$ cat src/rtl/factor_search_ctrl.sv
// factor_search_ctrl: walks ordered factor pairs through an external checker,
// stops on the first accepted pair or when the space is exhausted or pruned, and flags checker disagreement.
module factor_search_ctrl #(
  parameter int W  = 4,
  parameter int CW = 8
) (
  input  logic           clk,
  input  logic           rst_n,
  input  logic           start_i,
  input  logic [2*W-1:0] target_i,
  output logic [W-1:0]   cand1_o,
  output logic [W-1:0]   cand2_o,
  input  logic           chk_ok_i,
  output logic           busy_o,
  output logic           done_o,
  output logic           found_o,
  output logic [W-1:0]   fac1_o,
  output logic [W-1:0]   fac2_o,
  output logic [CW-1:0]  n_eval_o,
  output logic           chk_err_o
);
  typedef enum logic [1:0] {IDLE, SCAN, DONE} state_t;
  localparam logic [W-1:0] MAXC = '1;
  localparam logic [W-1:0] TWO  = W'(2);
  state_t         state_q;
  logic [2*W-1:0] tgt_q;
  logic [W-1:0]   cand1_q, cand2_q, fac1_q, fac2_q;
  logic [CW-1:0]  n_eval_q;
  logic           busy_q, done_q, found_q, chk_err_q;
  logic [2*W-1:0] prod;
  logic           ref_ok, over, adv, stop;
  // The product of two W-bit candidates always fits in 2W bits.
  assign prod   = (2*W)'(cand1_q) * (2*W)'(cand2_q);
  assign ref_ok = prod == tgt_q;
  assign over   = prod > tgt_q;
  assign adv    = over || cand2_q == MAXC;
  assign stop   = (over && cand2_q == cand1_q) || (adv && cand1_q == MAXC);
  always_ff @(posedge clk or negedge rst_n) begin
    if (!rst_n) begin
      state_q   <= IDLE;
      tgt_q     <= '0;
      cand1_q   <= '0;
      cand2_q   <= '0;
      fac1_q    <= '0;
      fac2_q    <= '0;
      n_eval_q  <= '0;
      busy_q    <= 1'b0;
      done_q    <= 1'b0;
      found_q   <= 1'b0;
      chk_err_q <= 1'b0;
    end else begin
      done_q <= 1'b0;
      case (state_q)
        SCAN: begin
          n_eval_q <= n_eval_q + CW'(1);
          if (chk_ok_i != ref_ok) chk_err_q <= 1'b1;
          if (chk_ok_i) begin
            found_q <= 1'b1;
            fac1_q  <= cand1_q;
            fac2_q  <= cand2_q;
          end
          if (chk_ok_i || stop) begin
            state_q <= DONE;
            busy_q  <= 1'b0;
            done_q  <= 1'b1;
          end else if (adv) begin
            cand1_q <= cand1_q + W'(1);
            cand2_q <= cand1_q + W'(1);
          end else begin
            cand2_q <= cand2_q + W'(1);
          end
        end
        default: begin
          if (start_i) begin
            state_q   <= SCAN;
            tgt_q     <= target_i;
            cand1_q   <= TWO;
            cand2_q   <= TWO;
            fac1_q    <= '0;
            fac2_q    <= '0;
            n_eval_q  <= '0;
            found_q   <= 1'b0;
            chk_err_q <= 1'b0;
            busy_q    <= 1'b1;
          end else begin
            state_q <= IDLE;
          end
        end
      endcase
    end
  end
  assign cand1_o   = cand1_q;
  assign cand2_o   = cand2_q;
  assign busy_o    = busy_q;
  assign done_o    = done_q;
  assign found_o   = found_q;
  assign fac1_o    = fac1_q;
  assign fac2_o    = fac2_q;
  assign n_eval_o  = n_eval_q;
  assign chk_err_o = chk_err_q;
endmodule

$ cat config.mk
export PLATFORM = sky130hd
export DESIGN_NAME = factor_search_ctrl
export DESIGN_NICKNAME = d
export VERILOG_FILES = /design/src/rtl/factor_search_ctrl.sv
export SDC_FILE = /design/constraint.sdc
export NUM_CORES = 1
export LEC_CHECK = 0
export ABC_AREA = 1
export CAP_MARGIN = 20
export CORE_AREA = 2 2 87 89
export CTS_CLUSTER_SIZE = 8
export DETAILED_ROUTE_END_ITERATION = 10
export DIE_AREA = 0 0 89 91
export GPL_ROUTABILITY_DRIVEN = 0
export GPL_TIMING_DRIVEN = 0
export PLACE_DENSITY = 0.67
export SETUP_SLACK_MARGIN = 0.02
export SLEW_MARGIN = 20
export SYNTH_ARGS = -nofsm -noshare
export SYNTH_HDL_FRONTEND = slang
export SYNTH_SLANG_ARGS = --single-unit
$ cat constraint.sdc
create_clock -name clk -period 3.8 [get_ports clk]
set_input_delay 0.57 -clock clk [delete_from_list [all_inputs] [get_ports clk]]
set_output_delay 0.57 -clock clk [all_outputs]
set_load 0.05 [all_outputs]
* Yosys cells after proc, flatten, opt, wreduce, memory -nomap -nowiden
Cells that the tools add are included.
Storage, ports and cells: word-level logic and storage cells 67, bits in registers 38, output and inout bits 28
Operators by class: add/sub/neg operators 3, multiplexer cells 27, reductions and logical operators 12, multiply operators 1, bitwise operators 1, magnitude comparators 1, eq/ne operators 11
Operators by type and width (count):
- 4-bit two-way mux | 12
- 8-bit two-way mux | 2
- 1-bit two-way mux | 11
- 2-bit != test, second input constant | 5
- 2-bit AND reduction | 5
- 4-bit by 1-bit adder with 4-bit output, second input constant | 2
- 8-bit by 1-bit adder with 8-bit output, second input constant | 1
- 4-bit equality test, second input constant | 2
- 8-bit equality test | 1
- 8-bit > comparator | 1
- 4-bit by 4-bit multiplier with 8-bit output | 1
- 4-bit equality test | 1
- 2-bit two-way mux | 2
- 1-bit logical OR | 3
- 3-bit AND reduction | 1
- 2-bit by 1-bit equality test with 1-bit output, second input constant | 1
- 1-bit logical AND | 2
- 2-bit nonzero test | 1
- 1-bit != test | 1
- 1-bit NOT | 1

* Longest topological paths before layout
Gate-level depths: netlist of the first run.
depth in word-level cells 8, depth in mapped cells 24, mapped depth without buffers 23

* Worst setup path before layout of the first run
No wires, ideal clock.
path kind reg-to-reg, start point register cand2_q[3], in the netlist cand2_o[3], end point register cand2_q[1], in the netlist cand2_o[1], slack -0.403 ns, clock period less this slack 4.203 ns, data arrival time 4.084 ns, data required time 3.680 ns, stages on the path, launching flop included 22, buffers on the path 1, cell sequence dfrtp_1 -> clkbuf_1 -> nand2_1 -> fa_1 -> inv_1 -> fa_1 -> inv_1 -> fa_1 -> o221ai_1 -> xor2_1 -> ha_1 -> nand2_2 -> nor2_4 -> nand2_1 -> nand2_2 -> nand2_4 -> nand2_4 -> nand2_4 -> nand3_4 -> nand2_4 -> nand2_2 -> o21ai_2
On the way: longest elaborated chain between the ends 8, elaborated cells on any way between the ends 14, classes of those cells mul: 1; order compare: 1; eq/ne: 3; mux: 3; reduce/logical: 6
RTL lines:
- from (decl) | line 27 | logic [W-1:0] cand1_q, cand2_q, fac1_q, fac2_q;
- from (signal assigned) | line 68 | cand2_q <= cand1_q + W'(1);
- from (signal assigned) | line 70 | cand2_q <= cand2_q + W'(1);
- 4-bit by 4-bit multiplier with 8-bit output | line 33 | assign prod = (2*W)'(cand1_q) * (2*W)'(cand2_q);
- 8-bit > comparator | line 35 | assign over = prod > tgt_q;
- 1-bit logical OR | line 36 | assign adv = over || cand2_q == MAXC;
- 1-bit logical AND | line 37 | assign stop = (over && cand2_q == cand1_q) || (adv && cand1_q == MAXC);
- 1-bit logical OR | line 37
- 1-bit logical OR | line 62 | if (chk_ok_i || stop) begin
- 2-bit != test (no source line)
- 2-bit AND reduction (no source line)
Parallel ways exist; a longest one is shown, timed or not. The select of a mux whose other input is x is not followed. A chain may end at the register's enable or synchronous reset.

* Worst setup path after layout of the first run
start point register cand1_q[1], in the netlist cand1_o[1], end point register cand2_q[2], in the netlist cand2_o[2]
On the way: longest elaborated chain between the ends 8, elaborated cells on any way between the ends 15, classes of those cells add/sub: 1; mul: 1; order compare: 1; eq/ne: 3; mux: 3; reduce/logical: 6
RTL lines:
- from (decl) | line 27
- from (signal assigned) | line 67 | cand1_q <= cand1_q + W'(1);
- 4-bit by 4-bit multiplier with 8-bit output | line 33
- 8-bit > comparator | line 35
- 1-bit logical OR | line 36
- 1-bit logical AND | line 37
- 1-bit logical OR | line 37
- 1-bit logical OR | line 62
- 2-bit != test (no source line)
- 2-bit AND reduction (no source line)
Parallel ways exist; a longest one is shown, timed or not. The select of a mux whose other input is x is not followed.

==> results of run 1 <==
kinds of logic after synthesis:
| family | after synthesis | synth area share, % |
|---|---|---|
| AO/OA/AOI/OAI | 34 | 8.17 |
| XOR/XNOR | 8 | 2.82 |
| flip-flops | 38 | 38.3 |
| adder cells (fa/ha/maj) | 31 | 16.8 |
| buffers and inverters | 56 | 9.28 |
| AND/OR/NAND/NOR | 117 | 24.1 |
| multiplexers | 1 | 0.454 |
report_power, final:
group	switching [uW]	total [uW]	leakage, uW	internal, uW
Sequential	62.7	546	0.000478	484
Combinational	470	751	0.00124	281
Clock	139	270	0.0000395	131
Total	672	1570	0.00176	896
stage by stage:
step | utilization [%] | total power (uW) | std cells
global placement | 43.0 | 1230 | 423
floorplan | - | 1030 | 285
global route | 47.6 | 1670 | 451
CTS | 47.0 | 1580 | 449
finish | 47.6 | 1570 | 451
detailed placement | 43.3 | 1250 | 424
worst min-delay path by stage:
stage / endpoint / slack (ns) / start
4_1_cts: n_eval_o[5]$_DFFE_PN0P_ / 0.22 / rst_n
3_3_place_gp: n_eval_o[7]$_DFFE_PN0P_ / 0.46 / n_eval_o[7]$_DFFE_PN0P_
2_1_floorplan: busy_o$_DFFE_PN0P_ / 0.27 / rst_n
3_5_place_dp: busy_o$_DFFE_PN0P_ / 0.46 / busy_o$_DFFE_PN0P_
5_1_grt: n_eval_o[5]$_DFFE_PN0P_ / 0.24 / rst_n
6_report: n_eval_o[7]$_DFFE_PN0P_ / 0.21 / rst_n
state kept, by name, indices dropped and copies added, names as in the netlist:
register	count
done_o	1
fac1_o	4
fac2_o	4
cand1_o	4
cand2_o	4
chk_err_o	1
busy_o	1
n_eval_o	8
found_o	1
tgt_q	8
state_q	2
area by class of cell:
class	instances	area, um^2	area share, %
Clock buffer	8	80.1	2.36
Inverter	48	185	5.45
Multi-Input combinational cell	191	1410	41.6
Timing Repair Buffer	60	576	16.9
Tap cell	99	124	3.64
Buffer	7	62.6	1.84
Sequential cell	38	958	28.2
cell usage in the layout (no fill, tap or decap), types with 2 or more instances in the layout:
| cell | count |
|---|---|
| o21ai_0 | 4 |
| nand2_1 | 50 |
| buf_4 | 19 |
| ha_4 | 2 |
| clkbuf_1 | 3 |
| inv_1 | 45 |
| o21ai_1 | 9 |
| dfrtp_2 | 6 |
| fa_1 | 3 |
| o31ai_1 | 2 |
| nand3_2 | 5 |
| nand3_1 | 25 |
| buf_2 | 4 |
| xor2_1 | 5 |
| inv_4 | 2 |
| nor2_1 | 12 |
| nor2_4 | 3 |
| xnor2_1 | 3 |
| clkbuf_8 | 6 |
| a21oi_2 | 2 |
| dfrtp_1 | 32 |
| clkdlybuf4s50_1 | 38 |
| ha_1 | 25 |
| buf_6 | 3 |
| o21ai_2 | 2 |
| nor2_2 | 2 |
| nand2_4 | 6 |
| a21oi_1 | 9 |
| nand4_4 | 2 |
| nand2_2 | 6 |
timing repair:
| item | in CTS | in global routing |
|---|---|---|
| endpoints found under the setup margin | 12 | 12 |
| setup buffers | 18 | 2 |
| pin swaps | 18 | 16 |
| gates resized for setup | 12 | 8 |
| cloned | 0 | 0 |
critical path, cell delays in order (launching register included):
cell	delay [ns]
dfrtp_2	0.45
buf_4	0.16
ha_1	0.19
ha_1	0.30
ha_1	0.28
ha_1	0.19
inv_1	0.07
fa_2	0.41
o221ai_2	0.18
xor2_1	0.18
ha_1	0.26
nand2_2	0.11
a21oi_2	0.04
nor2_2	0.14
nand2_4	0.08
nand2_4	0.10
nand2_8	0.07
buf_4	0.16
nand2_1	0.08
o21ai_1	0.07
nand2_1	0.08
o21ai_2	0.05
cells in the mapped netlist, drive strengths merged:
library cell,n
nand2,63
inv,48
dfrtp,38
nand3,31
ha,27
nor2,17
o21ai,15
a21oi,11
buf,6
xor2,5
fa,4
nand4,3
xnor2,3
clkbuf,2
o31ai,2
or2,2
a21o,1
a22o,1
a22oi,1
a32oi,1
a41oi,1
mux2,1
nor4,1
o221ai,1
routing by layer:
| layer | GRT usage, % | up-vias | wire [um] |
|---|---|---|---|
| met3 | 2.82 | 8 | 205 |
| met4 | 3.86 | 0 | 72 |
| li1 | - | 1055 | - |
| met2 | 25.4 | 32 | 2920 |
| met1 | 20.3 | 998 | 2640 |
| met5 | 0 | - | 0 |
==> impl_results.md, run 1 <==
* Outcome: finished clean
* Net Count, Synth at 328
* Seq/Total Area, Yosys at 38.3%
* FF-to-FF Start: cand1_o[1]$_DFFE_PN0P_
* Standby leakage power at roughly 0.0018 uW
* Initial DRC Count at 66
* TNS Setup at 0 ns
* Terminus of the critical flop-to-flop path: cand2_o[2]$_DFFE_PN0P_
* Total CTS buffers at 5
* Final setup fails at 0
* WHS at 0.212 ns
* Die width at 89 um
* CP max FO at 6
* Pre-Repair DR Iteration Count at 4
* Row count at 31
* Max Freq at 265 MHz
* Initial core utilization at 34.8%
* Vias in the first global route at 2,131
* Worst setup SP type: register
* Slack of the critical path at about 0.026 ns
* Fin crit share at 99.3%
* Final wirelength at 5840 um
* Final hold vios at 0
* Ports at 40
* Max capacitance violation total at 0
* Power Dens Cells at 461 nW/um^2
* DRC violations left at 0
* CP arrival at 3.95 ns
* Hold/Removal Path Class: in2async
* Critical path type: reg2reg
* Root Buffer: clkbuf_8
* CTS Hold Bufs at 0
* Reg2reg path depth at 21
* H-tree levels at 2
* Avg Vias per Cell at 4.64
* Initial antenna violation count at 0
* Filler cells at 698
* Fin nets at a little under 400
* Dpl ws at -0.130 ns
* Die height at 91 um
* Routed WL per cell at 13.0 um
* Layout cells sized above 1 at 22.7%
* Area Overhead vs Synth at 37.0%
* Maximum vdd drop at 0.000327 V
* Max transition margin at 65.5%
* Endpoint type of the worst setup path: register
* Synth area leaders: dfrtp_1, ha_1, nand2_1, inv_1, nand3_1
* Final HPWL DP at 4240 um
* Via count at between 2,000 and 2,500
* Unrepaired setup endpoints after global routing: yes
* Clock Path Buffers at 2
* Clock skew at 0.0101 ns
* Placed inst area at 3090 um^2
* Die area at slightly above 8000 um^2
* Number of antenna-violating nets in the routed design at 0
* CP endpoint: cand2_o[2]$_DFFE_PN0P_
* Tightest Pin Transition at 0.515 ns
* Post-Synthesis Cells at approximately 290
* Avg Cell Area, Syn at ~8.7 um^2
* Largest net degree at the start of global routing at 24
* I/O Buffers at 39
* Clk sinks at 38
* Core area at 7140 um^2
* Clk Latency, worst-skew pair at 0.29 ns
* Antenna fix cells at 0
* Flop2flop setup slack at ~0.026 ns
* Design area at ~3400 um^2
* Clock-pin slew on the worst setup and hold paths at 0.08 ns
* First-pass GRT wire length at slightly below 10,000 um
* Count of pins over their slew limit at 0
* #FFs+latches synth at 38
* Mapped Area at around 2500 um^2
* Crit path from: cand1_o[1]$_DFFE_PN0P_
* Area leader, netlist: dfrtp_1
* YS warnings at 0
* Area share of the largest cell type after synthesis at around two fifths
* Crit path time final at 3.77 ns
* GRT Util Overall at between 15 and 20%
* Synth unique cells at 35
* CP required at 3.97 ns
* TritonCTS clock tree: built
* Overflow after GRT at 0
Power figures use the tool's default switching activity.
==> run 2, diff against run 1 <==
Settings changed: CORE_AREA 2 2 87 89 to 2 2 75 77, DIE_AREA 0 0 89 91 to 0 0 77 79, PLACE_DENSITY 0.67 to 0.84.
==> impl_results.md, run 2 (synthesized netlist as in run 1, its figures left out) <==
* Outcome: finished, violations left
* Failing checks: setup timing
* H-tree levels at 2 (unchanged)
* Slack of the critical path at -0.0304 ns (-0.0569 ns)
* Vias in the first global route at 2,197 (+3.1%)
* Routed WL per cell at 13.6 um (+5.0%)
* Critical path type: reg2reg
* Clock-pin slew on the worst setup and hold paths at 0.07 ns (about the same)
* Count of pins over their slew limit at 0 (unchanged)
* Commonest non-fill, non-tap cell in the layout: nand2_1
* Final setup fails at 5 (+5)
* Die area at 6080 um^2 (-25%)
* Fin nets at 391 (-0.76%)
* Number of antenna-violating nets in the routed design at 0 (unchanged)
* CTS Hold Bufs at 0 (unchanged)
* Flop2flop setup slack at -0.03 ns (-0.06 ns)
* Final Util at 62.3% (+15 points)
* Root Buffer: clkbuf_8
* Maximum vdd drop at 0.000409 V (+25%)
* Final hold vios at 0 (unchanged)
* Initial DRC Count at 131 (+98%)
* Top layer in use: met4
* Worst setup SP type: register
* Final HPWL DP at 4020 um (-5.1%)
* Clk sinks at 38 (unchanged)
* Sw frac at 43.0% (+0.19 points)
* Final Power at 1550 uW (-1.1%)
* Die height at 79 um (-13%)
* Crit path time final at 3.83 ns (+0.0569 ns)
* Seq pwr share at 35.5% (+0.6 points)
* CP arrival at 4.06 ns (+0.11 ns)
* Endpoint type of the worst setup path: register
* Filler cells at 432 (-38%)
* Initial antenna violation count at 0 (unchanged)
* Tightest Pin Transition at 0.508 ns (-0.00768 ns)
* Power Dens Cells at 466 nW/um^2 (+1.1%)
* Clock power share at 16.8% (-0.4 points)
* Unrepaired setup endpoints after global routing: yes
* Clk Latency, worst-skew pair at 0.29 ns (about the same)
* Met3 wire len at 258 um (+26%)
* Antenna fix cells at 0 (unchanged)
* Psw at 667 uW (-0.71%)
* GRT Util Overall at 20.0% (+4.7 points)
* Most frequent cells in the layout: nand2_1, inv_1, clkdlybuf4s50_1, dfrtp_1, ha_1
* CP max FO at 7 (+1)
* Hold/Removal Path Class: in2async
* Overflow after GRT at 0 (unchanged)
* Ports at 40 (unchanged)
* TritonCTS clock tree: built
* Pre-Repair DR Iteration Count at 4 (unchanged)
* Internal at 883 uW (-1.5%)
* Row count at 27 (-13%)
* Fin crit share at 101% (+1.5 points)
* Avg Vias per Cell at 5.11 (+10%)
* Die width at 77 um (-13%)
* Clock skew at 0.00516 ns (-0.00492 ns)
* Largest net degree at the start of global routing at 34 (+42%)
* Clock Path Buffers at 2 (unchanged)
* Final wirelength at 5710 um (-2.2%)
* DRC violations left at 0 (unchanged)
* Metal1 wirelength at 2420 um (-8.3%)
* Total CTS buffers at 5 (unchanged)
* CP required at 4.03 ns (+0.06 ns)
* Dpl ws at -0.159 ns (-0.0285 ns)
* Reg2reg path depth at 22 (+4.8%)
* Comb power frac at 47.7% (-0.2 points)
* Area Overhead vs Synth at 34.0%
* Met2 Routed Length at 2890 um (-1.3%)
* First-pass GRT wire length at 9770 um (-0.21%)
* Max transition margin at 66.0% (+0.51 points)
* Max Freq at 261 MHz (-1.5%)
* Standby leakage power at 0.00174 uW (-1.4%)
* I/O Buffers at 39 (unchanged)
* Initial core utilization at 46.5% (+12 points)
* Max capacitance violation total at 0 (unchanged)
* Layout cells sized above 1 at 23.0% (+0.26 points)
* Core area at 5340 um^2 (-25%)
* Via count at 2,145 (+2.5%)
run 2: final cells by class:
cell class | instances | area (um^2) | share of cell area, %
tap | 72 | 90.1 | 2.71
sequential | 38 | 958 | 28.8
inverter | 48 | 185 | 5.57
buffer | 7 | 63.8 | 1.92
timing repair buffer | 57 | 533 | 16.0
multi-input combinational | 191 | 1420 | 42.7
clock buffer | 7 | 76.3 | 2.29
run 2: power by group through the flow:
stage / registers [uW] / logic, uW / clock network (uW)
finish: 549 / 739 / 261
global route: 561 / 804 / 276
CTS: 548 / 734 / 264
detailed placement: 570 / 670 / 0
global placement: 567 / 654 / 0
floorplan: 735 / 292 / 0
run 2: final timing paths:
kind	end	from
min in group clk	n_eval_o[7]$_DFFE_PN0P_	n_eval_o[7]$_DFFE_PN0P_
max in group asynchronous	cand1_o[1]$_DFFE_PN0P_	rst_n
min reg2reg	n_eval_o[7]$_DFFE_PN0P_	n_eval_o[7]$_DFFE_PN0P_
min	cand2_o[0]$_DFFE_PN0P_	rst_n
max reg2reg	cand1_o[2]$_DFFE_PN0P_	cand2_o[2]$_DFFE_PN0P_
max	cand1_o[2]$_DFFE_PN0P_	cand2_o[2]$_DFFE_PN0P_
run 2: repair_timing:
item                                    in CTS  in global routing
endpoints found under the setup margin      12                 12
gates resized for setup                     12                 10
buffers inserted                            17                  0
pin swaps                                   18                 19
run 2: worst max-delay path, stage by stage, from the launching register on:
cell	delay [ns]
dfrtp_2	0.38
buf_8	0.10
nand2_4	0.04
fa_1	0.54
inv_2	0.04
fa_1	0.50
buf_4	0.12
inv_1	0.04
fa_2	0.37
o221ai_2	0.19
xor2_1	0.17
ha_1	0.26
nand2_2	0.11
a21oi_2	0.05
nor2_2	0.12
nand2_2	0.09
nand2_4	0.11
nand2_8	0.08
nand2_4	0.08
nand3_4	0.12
inv_4	0.12
nand3_2	0.06
nand2_1	0.07
run 2: metrics by stage:
step / area, um^2 / std cells / TNS, ns / hold slack [ns]
3_3_place_gp: 3030 / 396 / -0.131 / 0.458
6_report: 3330 / 420 / -0.0917 / 0.0959
2_1_floorplan: 2550 / 285 / 0 / 0.274
3_5_place_dp: 3050 / 397 / -1.26 / 0.408
4_1_cts: 3290 / 420 / -0.200 / 0.102
5_1_grt: 3330 / 420 / -1.99 / 0.107
run 2: routing by layer:
| metal | track usage (%) | vias to the layer above |
|---|---|---|
| li1 | - | 1046 |
| met1 | 23.5 | 1025 |
| met2 | 36.5 | 57 |
| met3 | 2.50 | 17 |
| met4 | 9.46 | 0 |
| met5 | 0 | - |
==> run 3, diff against run 2 <==
Settings changed: SLEW_MARGIN 20 to default.
==> impl_results.md, run 3 (synthesized netlist as in run 1, its figures left out) <==
* Outcome: finished, violations left
* Failing checks: setup timing
* Initial DRC Count at 90 (-31%)
* Placed inst area at 3030 um^2 (-0.66%)
* Routed WL per cell at 14.0 um (+2.6%)
* Core area at 5340 um^2 (unchanged)
* Hold/Removal Path Class: in2async
* CP max FO at 8 (+1)
* Number of antenna-violating nets in the routed design at 0 (unchanged)
* Layout cells sized above 1 at 23.1% (+0.15 points)
* Max capacitance violation total at 0 (unchanged)
* Crit path time final at 3.86 ns (+0.0268 ns)
* Final setup fails at 6 (+1)
* Via count at 2,153 (+0.37%)
* Antenna fix cells at 0 (unchanged)
* Unrepaired setup endpoints after global routing: yes
* Final Util at 62.3% (unchanged)
* Clk Latency, worst-skew pair at 0.29 ns (about the same)
* Max transition margin at 43.8% (-22 points)
* Psw at 672 uW (+0.75%)
* Count of pins over their slew limit at 0 (unchanged)
* CP required at 4.03 ns (about the same)
* Final wirelength at 5890 um (+3.1%)
* Initial antenna violation count at 0 (unchanged)
* Die width at 77 um (unchanged)
* Ports at 40 (unchanged)
* Most frequent cells in the layout: nand2_1, inv_1, clkdlybuf4s50_1, dfrtp_1, ha_1
* Total CTS buffers at 5 (unchanged)
* Root Buffer: clkbuf_8
* GRT Util Overall at 20.8% (+0.78 points)
* Fin nets at 392 (+0.26%)
* CP arrival at 4.09 ns (+0.03 ns)
* Clock-pin slew on the worst setup and hold paths at 0.07 ns (about the same)
* Clock skew at 0.00456 ns (-0.000600 ns)
* Commonest non-fill, non-tap cell in the layout: nand2_1
* Largest net degree at the start of global routing at 39 (+15%)
* Filler cells at 432 (unchanged)
* Seq pwr share at 35.2% (-0.3 points)
* Sw frac at 43.1% (about the same)
* Internal at 888 uW (+0.67%)
* Die area at 6080 um^2 (unchanged)
* Critical path type: reg2reg
* Comb power frac at 47.8% (about the same)
* Area Overhead vs Synth at 34.0% (unchanged)
* I/O Buffers at 39 (unchanged)
* TritonCTS clock tree: built
* H-tree levels at 2 (unchanged)
* Avg Vias per Cell at 5.10 (-0.10%)
* Initial core utilization at 46.5% (unchanged)
* Slack of the critical path at -0.0572 ns (-0.0268 ns)
* Endpoint type of the worst setup path: register
* Clock Path Buffers at 2 (unchanged)
* Final HPWL DP at 4010 um (-0.21%)
* First-pass GRT wire length at 10,000 um (+2.8%)
* Vias in the first global route at 2,228 (+1.4%)
* Standby leakage power at 0.00174 uW (+0.17%)
* Fin crit share at 102% (+0.70 points)
* Worst setup SP type: register
* Power Dens Cells at 469 nW/um^2 (+0.70%)
* Row count at 27 (unchanged)
* Design area at 3330 um^2 (unchanged)
* Clk sinks at 38 (unchanged)
* Die height at 79 um (unchanged)
* Tightest Pin Transition at 0.843 ns (+0.335 ns)
* Final Power at 1560 uW (+0.70%)
* Pre-Repair DR Iteration Count at 4 (unchanged)
* Overflow after GRT at 0 (unchanged)
* DRC violations left at 0 (unchanged)
* Clock power share at 17.0% (+0.2 points)
* Max Freq at 259 MHz (-0.69%)
* Maximum vdd drop at 0.000427 V (+4.3%)
* Final hold vios at 0 (unchanged)
==> run 3: cell types whose count changed in the layout (fill, tap and decap cells not counted), sizes merged <==
cell    delta
clkbuf     +2
==> run 3: through the flow <==
step           instances  setup slack, ns  hold slack (ns)  setup TNS [ns]
2_1_floorplan        285          0.00914            0.274               0
3_3_place_gp         396          -0.0342            0.458          -0.131
3_5_place_dp         396           -0.153            0.477           -1.22
4_1_cts              421          -0.0514            0.405          -0.213
5_1_grt              422           -0.231            0.465           -2.01
6_report             422          -0.0572            0.377          -0.228
==> run 3: per-layer routing <==
metal | share of wire (%) | global-route usage (%) | wire length, um
met1 | 42 | 24.5 | 2450
met2 | 53 | 38.2 | 3110
met3 | 4.1 | 2.95 | 240
met4 | 1.4 | 8.39 | 84
met5 | 0 | 0 | 0
==> run 3: what timing repair did <==
item	4_1_cts	5_1_grt
hold buffers	0	0
pin swaps	17	14
buffers inserted	18	1
gates resized for setup	13	7
cloned	0	0
endpoints found under the hold margin	0	0
endpoints found under the setup margin	12	12
==> run 3: area by class of cell <==
type / instances / area (um^2) / area share, %
Sequential cell: 38 / 958 / 28.8
Buffer: 7 / 62.6 / 1.88
Multi-Input combinational cell: 191 / 1420 / 42.7
Timing Repair Buffer: 58 / 528 / 15.9
Tap cell: 72 / 90.1 / 2.71
Clock buffer: 8 / 80.1 / 2.41
Inverter: 48 / 185 / 5.57
==> run 3: critical path, cell delays in order, from the launching register on <==
cell	delay (ns)
dfrtp_2	0.37
buf_6	0.11
nand2_4	0.04
fa_1	0.54
inv_2	0.04
fa_1	0.47
ha_1	0.31
nand3_2	0.07
nand3_2	0.06
nand2_1	0.07
nand2_2	0.06
a21oi_2	0.16
xnor2_1	0.10
ha_1	0.33
nand2_2	0.13
a21oi_2	0.05
nor2_2	0.12
nand2_2	0.10
nand2_4	0.11
nand2_8	0.08
nand2_4	0.09
nand3_4	0.12
inv_4	0.12
nand3_2	0.06
nand2_1	0.09
==> run 3: power by group through the flow <==
stage,logic [uW],clock network (uW),registers (uW)
2_1_floorplan,292,0,735
3_3_place_gp,654,0,567
3_5_place_dp,668,0,571
4_1_cts,738,270,549
5_1_grt,811,283,559
6_report,745,266,549
==> run 3: worst paths after layout <==
check	startpoint	to	slack, ns	depth (start not counted)
worst max-delay path	cand1_o[2]$_DFFE_PN0P_	cand1_o[2]$_DFFE_PN0P_	-0.06	24
worst min-delay path	rst_n	fac2_o[1]$_DFFE_PN0P_	0.38	1
worst max register to register	cand1_o[2]$_DFFE_PN0P_	cand1_o[2]$_DFFE_PN0P_	-0.06	24
worst min register to register	n_eval_o[7]$_DFFE_PN0P_	n_eval_o[7]$_DFFE_PN0P_	0.48	1
max in group asynchronous	rst_n	cand1_o[1]$_DFFE_PN0P_	2.84	1
min in group clk	n_eval_o[7]$_DFFE_PN0P_	n_eval_o[7]$_DFFE_PN0P_	0.48	1
